<file path="src/rtl/nmcu_pkg.sv">
// nmcu_pkg: shared constants and types for the NMCU PE array datapath.
//   PSUM_WIDTH / DATA_WIDTH : partial-sum and output element widths
//   PE_ROWS / PE_COLS       : PE array geometry
//   OUT_WIDTH               : default requantized element width
//   SHAMT_WIDTH             : width of a requant right-shift amount
//   drain_state_e           : result drain FSM states
package nmcu_pkg;

  localparam int unsigned PSUM_WIDTH  = 32;
  localparam int unsigned DATA_WIDTH  = 8;
  localparam int unsigned PE_ROWS     = 4;
  localparam int unsigned PE_COLS     = 4;
  localparam int unsigned OUT_WIDTH   = DATA_WIDTH;
  localparam int unsigned SHAMT_WIDTH = $clog2(PSUM_WIDTH);

  typedef enum logic {
    DRAIN_IDLE,
    DRAIN_BUSY
  } drain_state_e;

  // Index width for n items, never below one bit.
  function automatic int unsigned idx_width(input int unsigned n);
    return (n > 1) ? $clog2(n) : 1;
  endfunction

endpackage

</file>
<file path="src/rtl/pe_result_drain_requant.sv">
// pe_result_requant: combinational requantizer for one partial-sum element.
//   y = (x + round) >>> shamt, computed one bit wider than the input so the
//   rounding add never overflows, then saturated to the signed OUT_WIDTH range.
// Option macro: NMCU_RESULT_RELU_EN clamps negative shifted values to zero
// before saturation.
// Ports:
//   psum_i  [PSUM_WIDTH]  signed partial sum
//   shamt_i [SHAMT_WIDTH] arithmetic right-shift amount
//   data_o  [OUT_WIDTH]   signed requantized element
module pe_result_requant #(
  parameter int unsigned PSUM_WIDTH  = nmcu_pkg::PSUM_WIDTH,
  parameter int unsigned OUT_WIDTH   = nmcu_pkg::OUT_WIDTH,
  parameter int unsigned SHAMT_WIDTH = $clog2(PSUM_WIDTH)
) (
  input  logic [PSUM_WIDTH-1:0]  psum_i,
  input  logic [SHAMT_WIDTH-1:0] shamt_i,
  output logic [OUT_WIDTH-1:0]   data_o
);

  localparam int unsigned EW = PSUM_WIDTH + 1;
  localparam longint SAT_MAX_L = (longint'(1) << (OUT_WIDTH - 1)) - 1;
  localparam logic signed [EW-1:0] SAT_MAX = EW'(SAT_MAX_L);
  localparam logic signed [EW-1:0] SAT_MIN = EW'(-SAT_MAX_L - 1);

  logic signed [EW-1:0] ext;
  logic signed [EW-1:0] rnd;
  logic signed [EW-1:0] sum;
  logic signed [EW-1:0] shifted;
  logic signed [EW-1:0] clamped;

  always_comb begin
    ext = $signed({psum_i[PSUM_WIDTH-1], psum_i});
    rnd = '0;
    if (shamt_i != '0) begin
      rnd = $signed(EW'(1) << (shamt_i - SHAMT_WIDTH'(1)));
    end
    sum     = ext + rnd;
    shifted = sum >>> shamt_i;
`ifdef NMCU_RESULT_RELU_EN
    if (shifted[EW-1]) begin
      shifted = '0;
    end
`endif
    if (shifted > SAT_MAX) begin
      clamped = SAT_MAX;
    end else if (shifted < SAT_MIN) begin
      clamped = SAT_MIN;
    end else begin
      clamped = shifted;
    end
    data_o = OUT_WIDTH'(clamped);
  end

endmodule

</file>
<file path="src/rtl/pe_result_drain.sv">
// pe_result_drain: captures the PE array partial-sum matrix on the falling
// edge of pe_done_i, then streams it out one requantized row per beat over a
// valid/ready handshake. The capture bank lets the array start the next tile
// while the previous result drains.
// Option macro: NMCU_RESULT_RELU_EN (ReLU inside the requantizer).
// Ports:
//   clk, rst_n        clock, asynchronous active-low reset
//   pe_done_i         done level from the PE array; completion = falling edge
//   pe_result_i       live result matrix [PE_ROWS][PE_COLS] x PSUM_WIDTH
//   shamt_i           requant right shift, sampled at capture
//   out_valid_o/out_ready_i  row beat handshake
//   out_row_idx_o     current row index
//   out_data_o        requantized row [PE_COLS] x OUT_WIDTH
//   out_last_o        current beat is the final row
//   busy_o            bank holds undrained data
//   overrun_o         sticky: a completion arrived mid-drain and was dropped
//   clear_overrun_i   clears overrun_o (a same-cycle set wins)
module pe_result_drain
  import nmcu_pkg::*;
#(
  parameter int unsigned PSUM_WIDTH  = nmcu_pkg::PSUM_WIDTH,
  parameter int unsigned OUT_WIDTH   = nmcu_pkg::OUT_WIDTH,
  parameter int unsigned PE_ROWS     = nmcu_pkg::PE_ROWS,
  parameter int unsigned PE_COLS     = nmcu_pkg::PE_COLS,
  parameter int unsigned SHAMT_WIDTH = $clog2(PSUM_WIDTH)
) (
  input  logic                                           clk,
  input  logic                                           rst_n,
  input  logic                                           pe_done_i,
  input  logic [PE_ROWS-1:0][PE_COLS-1:0][PSUM_WIDTH-1:0] pe_result_i,
  input  logic [SHAMT_WIDTH-1:0]                         shamt_i,
  output logic                                           out_valid_o,
  input  logic                                           out_ready_i,
  output logic [idx_width(PE_ROWS)-1:0]                  out_row_idx_o,
  output logic [PE_COLS-1:0][OUT_WIDTH-1:0]              out_data_o,
  output logic                                           out_last_o,
  output logic                                           busy_o,
  output logic                                           overrun_o,
  input  logic                                           clear_overrun_i
);

  localparam int unsigned ROW_W = idx_width(PE_ROWS);
  localparam logic [ROW_W-1:0] LAST_ROW = ROW_W'(PE_ROWS - 1);

  drain_state_e                                   state_q;
  logic                                           done_q;
  logic [ROW_W-1:0]                               row_q;
  logic [SHAMT_WIDTH-1:0]                         shamt_q;
  logic [PE_ROWS-1:0][PE_COLS-1:0][PSUM_WIDTH-1:0] bank_q;
  logic                                           overrun_q;

  logic cpl_evt;
  logic beat_acc;
  logic last_acc;
  logic [PE_COLS-1:0][PSUM_WIDTH-1:0] row_sel;

  assign cpl_evt  = done_q & ~pe_done_i;
  assign beat_acc = (state_q == DRAIN_BUSY) & out_ready_i;
  assign last_acc = beat_acc & (row_q == LAST_ROW);

  always_ff @(posedge clk or negedge rst_n) begin
    if (!rst_n) begin
      state_q   <= DRAIN_IDLE;
      done_q    <= 1'b0;
      row_q     <= '0;
      shamt_q   <= '0;
      bank_q    <= '0;
      overrun_q <= 1'b0;
    end else begin
      done_q <= pe_done_i;
      unique case (state_q)
        DRAIN_IDLE: begin
          if (cpl_evt) begin
            bank_q  <= pe_result_i;
            shamt_q <= shamt_i;
            row_q   <= '0;
            state_q <= DRAIN_BUSY;
          end
        end
        DRAIN_BUSY: begin
          if (last_acc) begin
            row_q <= '0;
            // A completion landing on the final acceptance chains straight
            // into the next drain with no idle bubble.
            if (cpl_evt) begin
              bank_q  <= pe_result_i;
              shamt_q <= shamt_i;
            end else begin
              state_q <= DRAIN_IDLE;
            end
          end else if (beat_acc) begin
            row_q <= row_q + ROW_W'(1);
          end
        end
        default: state_q <= DRAIN_IDLE;
      endcase
      if (cpl_evt && (state_q == DRAIN_BUSY) && !last_acc) begin
        overrun_q <= 1'b1;
      end else if (clear_overrun_i) begin
        overrun_q <= 1'b0;
      end
    end
  end

  assign row_sel = bank_q[row_q];

  for (genvar c = 0; c < PE_COLS; c++) begin : g_rq
    pe_result_requant #(
      .PSUM_WIDTH (PSUM_WIDTH),
      .OUT_WIDTH  (OUT_WIDTH),
      .SHAMT_WIDTH(SHAMT_WIDTH)
    ) u_rq (
      .psum_i (row_sel[c]),
      .shamt_i(shamt_q),
      .data_o (out_data_o[c])
    );
  end

  assign out_valid_o   = (state_q == DRAIN_BUSY);
  assign busy_o        = (state_q == DRAIN_BUSY);
  assign out_row_idx_o = row_q;
  assign out_last_o    = out_valid_o & (row_q == LAST_ROW);
  assign overrun_o     = overrun_q;

endmodule

</file>
<file path="config.mk">
export PLATFORM = sky130hd
export DESIGN_NAME = pe_result_drain
export DESIGN_NICKNAME = d
export VERILOG_FILES = /design/src/rtl/nmcu_pkg.sv /design/src/rtl/pe_result_drain_requant.sv /design/src/rtl/pe_result_drain.sv
export SDC_FILE = /design/constraint.sdc
export NUM_CORES = 2
export LEC_CHECK = 0
export CAP_MARGIN = 10
export CORE_UTILIZATION = 57
export DETAILED_ROUTE_END_ITERATION = 10
export MAX_ROUTING_LAYER = met4
export PLACE_DENSITY = 0.84
export SYNTH_ARGS = -nofsm -noshare
export SYNTH_HDL_FRONTEND = slang
export SYNTH_SLANG_ARGS = --single-unit
</file>
<file path="constraint.sdc">
create_clock -name clk -period 9.8 [get_ports clk]
set_clock_uncertainty 0.2 [all_clocks]
set_input_delay 1.47 -clock clk [delete_from_list [all_inputs] [get_ports clk]]
set_output_delay 1.47 -clock clk [all_outputs]
set_load 0.05 [all_outputs]
</file>
==> results of run 1 <==
## layer usage
metal / GRT usage [%] / overflow
met5: - / -
met4: 58.0 / 12
met3: 50.6 / 8
met2: 85.7 / 15
met1: 77.7 / 5
## per-stage QoR
stage,cell area [um^2],setup TNS (ns)
after CTS,52600,0
after floorplan,43600,-1.77
after detailed placement,50700,0
after global placement,50700,0
## cell families after synthesis
| kind of cell | Yosys count |
|---|---|
| adders and majority gates | 96 |
| and+or+nand+nor | 1219 |
| xor gates and xnor gates | 132 |
| muxes | 809 |
| other | 1 |
| AOI/OAI and AO/OA | 1328 |
| buffers and inverters | 419 |
| DFF | 522 |
==> impl_results.md, run 1 <==
- Netlist cell types: around 130
- Commonest cells post-synth: mux2_2 (550), dfrtp_1 (522), nor2_1 (315)
- Worst endpoint after global-route timing repair: out_data_o[12]
- Yosys reg bits: 522
- Pin count of the biggest net entering global routing: 207
- Asr flop ratio synth: 100%
- Root buf cell: clkbuf_16
- Clock buffer depth: 3
- Initial Utilization: 57.5%
- Avg Cell Area, Syn: 9.63 um^2
- Post-CTS sizing: 0
- Synth Area in Adders: 2.69%
- PortBufs: around 560
- Placer Congestion: 1.12
- Die H: 279 um
- Exit stage: global routing
- Setup bufs post-CTS: 0
- Top FF cell, synth: dfrtp_1
- Synth area leaders: dfrtp_1 (30%), mux2_2 (14%), mux4_2 (7.6%), a21oi_1 (2.8%), nor2_1 (2.7%)
- Status: aborted with a tool error
- DPL Wire Length: 162000 um
- Cts bufs inserted: 55
- # placed instances: about 5900
- Synth top area share: about 30%
- Count of hold-fix buffers inserted at cts: 0
- Number of synthesized flops with an enable pin: 0
- Ports: 560
- Horiz. Die Dim: 279 um
- Gate Count Post-Synth: 4526
- Mapped cell area: roughly 44000 um^2
- Yosys warns: 0
- Area leader, netlist: dfrtp_1
- Count leader, synth: mux2_2
- Total gr overflow: 40
- Overall Global Routing Usage: 71.3%
- Largest family of logic cells by synthesized area: multiplexers
- Row count: 101
- Setup Slack @ Placement: approximately 1.1 ns
- Mux contribution to synthesized area: 24.5%
- TritonCTS sink count: approximately 520
- Register area share after synthesis: between 20 and 30%
- H-tree depth: 2
- Tool error: [ERROR GRT-0232] Routing congestion too high. Check the congestion heatmap in the GUI.
- XOR/XNOR Fraction of Synth Area: 2.67%
- Post-synthesis compound-gate area fraction: 22.1%
- Simple-gate share of the synthesized area: 14.0%
- Worst EP Category: primary output
- Initial antenna violation count: 73
==> run 2, diff against run 1 <==
CORE_UTILIZATION = 40   (was 57)
MAX_ROUTING_LAYER = not set   (was met4)
PLACE_DENSITY = not set   (was 0.84)
PLACE_DENSITY_LB_ADDON = 0.15   (was not set)
==> run 2 against run 1 <==
Net effect: the run now ends clean; area after synthesis unchanged; synthesized cell count unchanged.
==> impl_results.md, run 2 <==
- Final Cell Area: 52800 um^2
- Ports: 560 (unchanged)
- Setup Slack @ Placement: 0.473 ns (-0.634 ns)
- Layout Nets: 5548
- Crit. End Element: primary output
- Most common cell after layout, fill and taps aside: mux2_2
- WP data required: 8.13 ns
- Worst Hold Launch: bank_q[385]
- Mapped cell area: 43600 um^2 (unchanged)
- RSZ-0062 raised after global routing: no
- TritonCTS sink count: 522 (unchanged)
- CTS tree: yes
- Hold Path Cell Cnt: 1
- Pin count of the biggest net entering global routing: 177
- Final Hold Viols: 0
- Clock Pin Slew Worst Setup and Hold Paths: 0.07 ns
- Initial Utilization: 40.5% (-17 points)
- Crit Path Class: register to primary output
- Yosys warns: 0 (unchanged)
- Commonest cells post-synth: mux2_2 (550), dfrtp_1 (522), nor2_1 (315)
- First-pass GRT wire length: between 200000 and 300000 um
- Slew @ Worst Pin: 1.27 ns
- TNS Setup: 0 ns
- R2r setup slk: 5.42 ns
- Gate Count Post-Synth: 4526 (unchanged)
- DPL Wire Length: 153000 um (-5.4%)
- FF-to-FF path depth: 9
- Post-route ant nets: 0
- Synth area leaders: dfrtp_1 (30%), mux2_2 (14%), mux4_2 (7.6%), a21oi_1 (2.8%), nor2_1 (2.7%)
- Fin crit share: 97.6%
- Crit path DAT: between 7 and 8 ns
- Fillers: between 10000 and 15000
- H-tree depth: 2 (unchanged)
- Detail-routed net length per standard cell: about 31 um
- Horiz. Die Dim: 332 um (+19%)
- Vias in the first global route: 40476
- Via count: 42793
- Asr flop ratio synth: 100% (unchanged)
- Area after DPL: 50800 um^2 (+0.16%)
- Worst r2r dst: shamt_q[3]
- Core Region: between 100000 and 150000 um^2
- Largest Register: bank_q
- PortBufs: 559 (unchanged)
- Final wirelength: roughly 200000 um
- Crit Reg-Reg Startpoint: out_row_idx_o[1]
- Initial antenna violation count: 37
- Overall Global Routing Usage: 34.8%
- Startpoint Class: register
- CP Capture Point: out_data_o[22]
- Root buf cell: clkbuf_16
- Max FFs per register: 512
- Max Cap Viol: 0
- Setup WS post-layout: between 0.2 and 0.25 ns
- Worst hold margin: 0.300 ns
- Synth top area share: 30.0% (unchanged)
- Latest clock arrival within the worst-skew pair: approximately 0.66 ns
- Clock buffer depth: 3 (unchanged)
- Max-slew headroom: about 15%
- Worst-path maximum fanout: 39
- Area growth from synthesis to layout: 21.2%
- Most frequent cells in the layout: mux2_2 (550), clkdlybuf4s50_1 (530), dfrtp_1 (515)
- Initial DRT Pass Iterations: 9
- Initial DRC count: around 5800
- Status: completed
- Register area share after synthesis: 30.0% (unchanged)
- Total gr overflow: 0
- Post-DR vias/cell: 6.68
- Die area: 110000 um^2
- Count leader, synth: mux2_2
- Avg Cell Area, Syn: 9.63 um^2 (unchanged)
- DRC Markers: 0
- Top FF cell, synth: dfrtp_1
- Placer Congestion: 1.05 (-6.3%)
- Max frequency: 105 MHz
- Cts bufs inserted: 57 (+3.6%)
- Tmin final: 9.57 ns
- Type of the worst min-delay path: register to register
- Yosys reg bits: 522 (unchanged)
- Setup violators final: 0
- Die H: 332 um (+19%)
- Netlist cell types: 127 (unchanged)
- Area leader, netlist: dfrtp_1
- Fraction of layout instances using a drive strength above 1: 22.8%
- Row count: 120 (+19%)
- Crit path from: shamt_q[2]
- Number of synthesized flops with an enable pin: 0 (unchanged)
- Max Slew Vio Count: 0
run 2: cell counts after synthesis:
Identical to the previous run, type by type.
run 2: how the worst min path moves through the flow:
| stage | to | slack, ns |
|---|---|---|
| detailed placement | bank_q[347] | 0.29 |
| finish | bank_q[385] | 0.30 |
| global route | bank_q[347] | 0.31 |
| CTS | bank_q[347] | 0.30 |
| floorplan | bank_q[225] | 0.27 |
| global placement | bank_q[353] | 0.28 |
run 2: stage by stage:
stage          utilization (%)  instances
2_1_floorplan                -       4529
3_3_place_gp              47.2       6284
3_5_place_dp              47.2       6284
4_1_cts                   49.1       6391
5_1_grt                   49.1       6403
6_report                  49.1       6408
run 2: metal layers:
metal | wire (um) | GRT usage (%) | part of all wire [%]
met1 | 82900 | 48.1 | 42
met2 | 82700 | 50.5 | 42
met3 | 22600 | 10.8 | 11
met4 | 8980 | 13.5 | 4.5
met5 | 291 | 0 | 0.15
run 2: kinds of logic after synthesis:
| kind of cell | after synthesis | share of synthesized area (%) |
|---|---|---|
| compound gates | 1328 | 22.1 |
| fa+ha+maj | 96 | 2.69 |
| buf+inv | 419 | 4.03 |
| simple gates | 1219 | 14.0 |
| flops | 522 | 30.0 |
| xor+xnor | 132 | 2.67 |
| mux | 809 | 24.5 |
| other cells | 1 | 0.00860 |
run 2: layout make-up:
cell class                 instances  area [um^2]  share of cell area [%]
clock buffer                      88         1670                    3.17
inverter                          55          213                   0.403
antenna                           17         42.5                  0.0806
timing repair buffer             717         6900                    13.1
tap                             1403         1760                    3.32
sequential                       522        13100                    24.8
clock inverter                    18          245                   0.464
multi-input combinational       3588        28900                    54.7
run 2: critical path, cell delays in order (launching register included):
cell	delay (ns)
dfrtp_4	0.75
inv_2	0.24
nand2_1	0.57
nor2_1	0.10
buf_4	0.21
ha_1	0.43
a21oi_1	0.39
nand2b_1	0.10
a31o_2	0.23
a32oi_1	0.40
nand2_1	0.32
a221oi_2	0.47
xor2_1	0.55
mux2i_1	0.21
o21ai_1	0.52
o21ai_0	0.27
o211ai_1	0.32
nand4_1	0.23
o41ai_4	0.55
o21ai_1	0.15
buf_4	0.22
run 2: what timing repair did:
| action | 4_1_cts | 5_1_grt |
|---|---|---|
| setup buffers | 1 | 0 |
| gates resized for setup | 1 | 10 |
| endpoints found under the setup margin | 14 | 25 |
| hold buffers | 0 | 0 |
Power of run 2 is left out: the tool's default activity adds up to more than one toggle a clock period on the data nets, which glitch-free logic cannot reach.
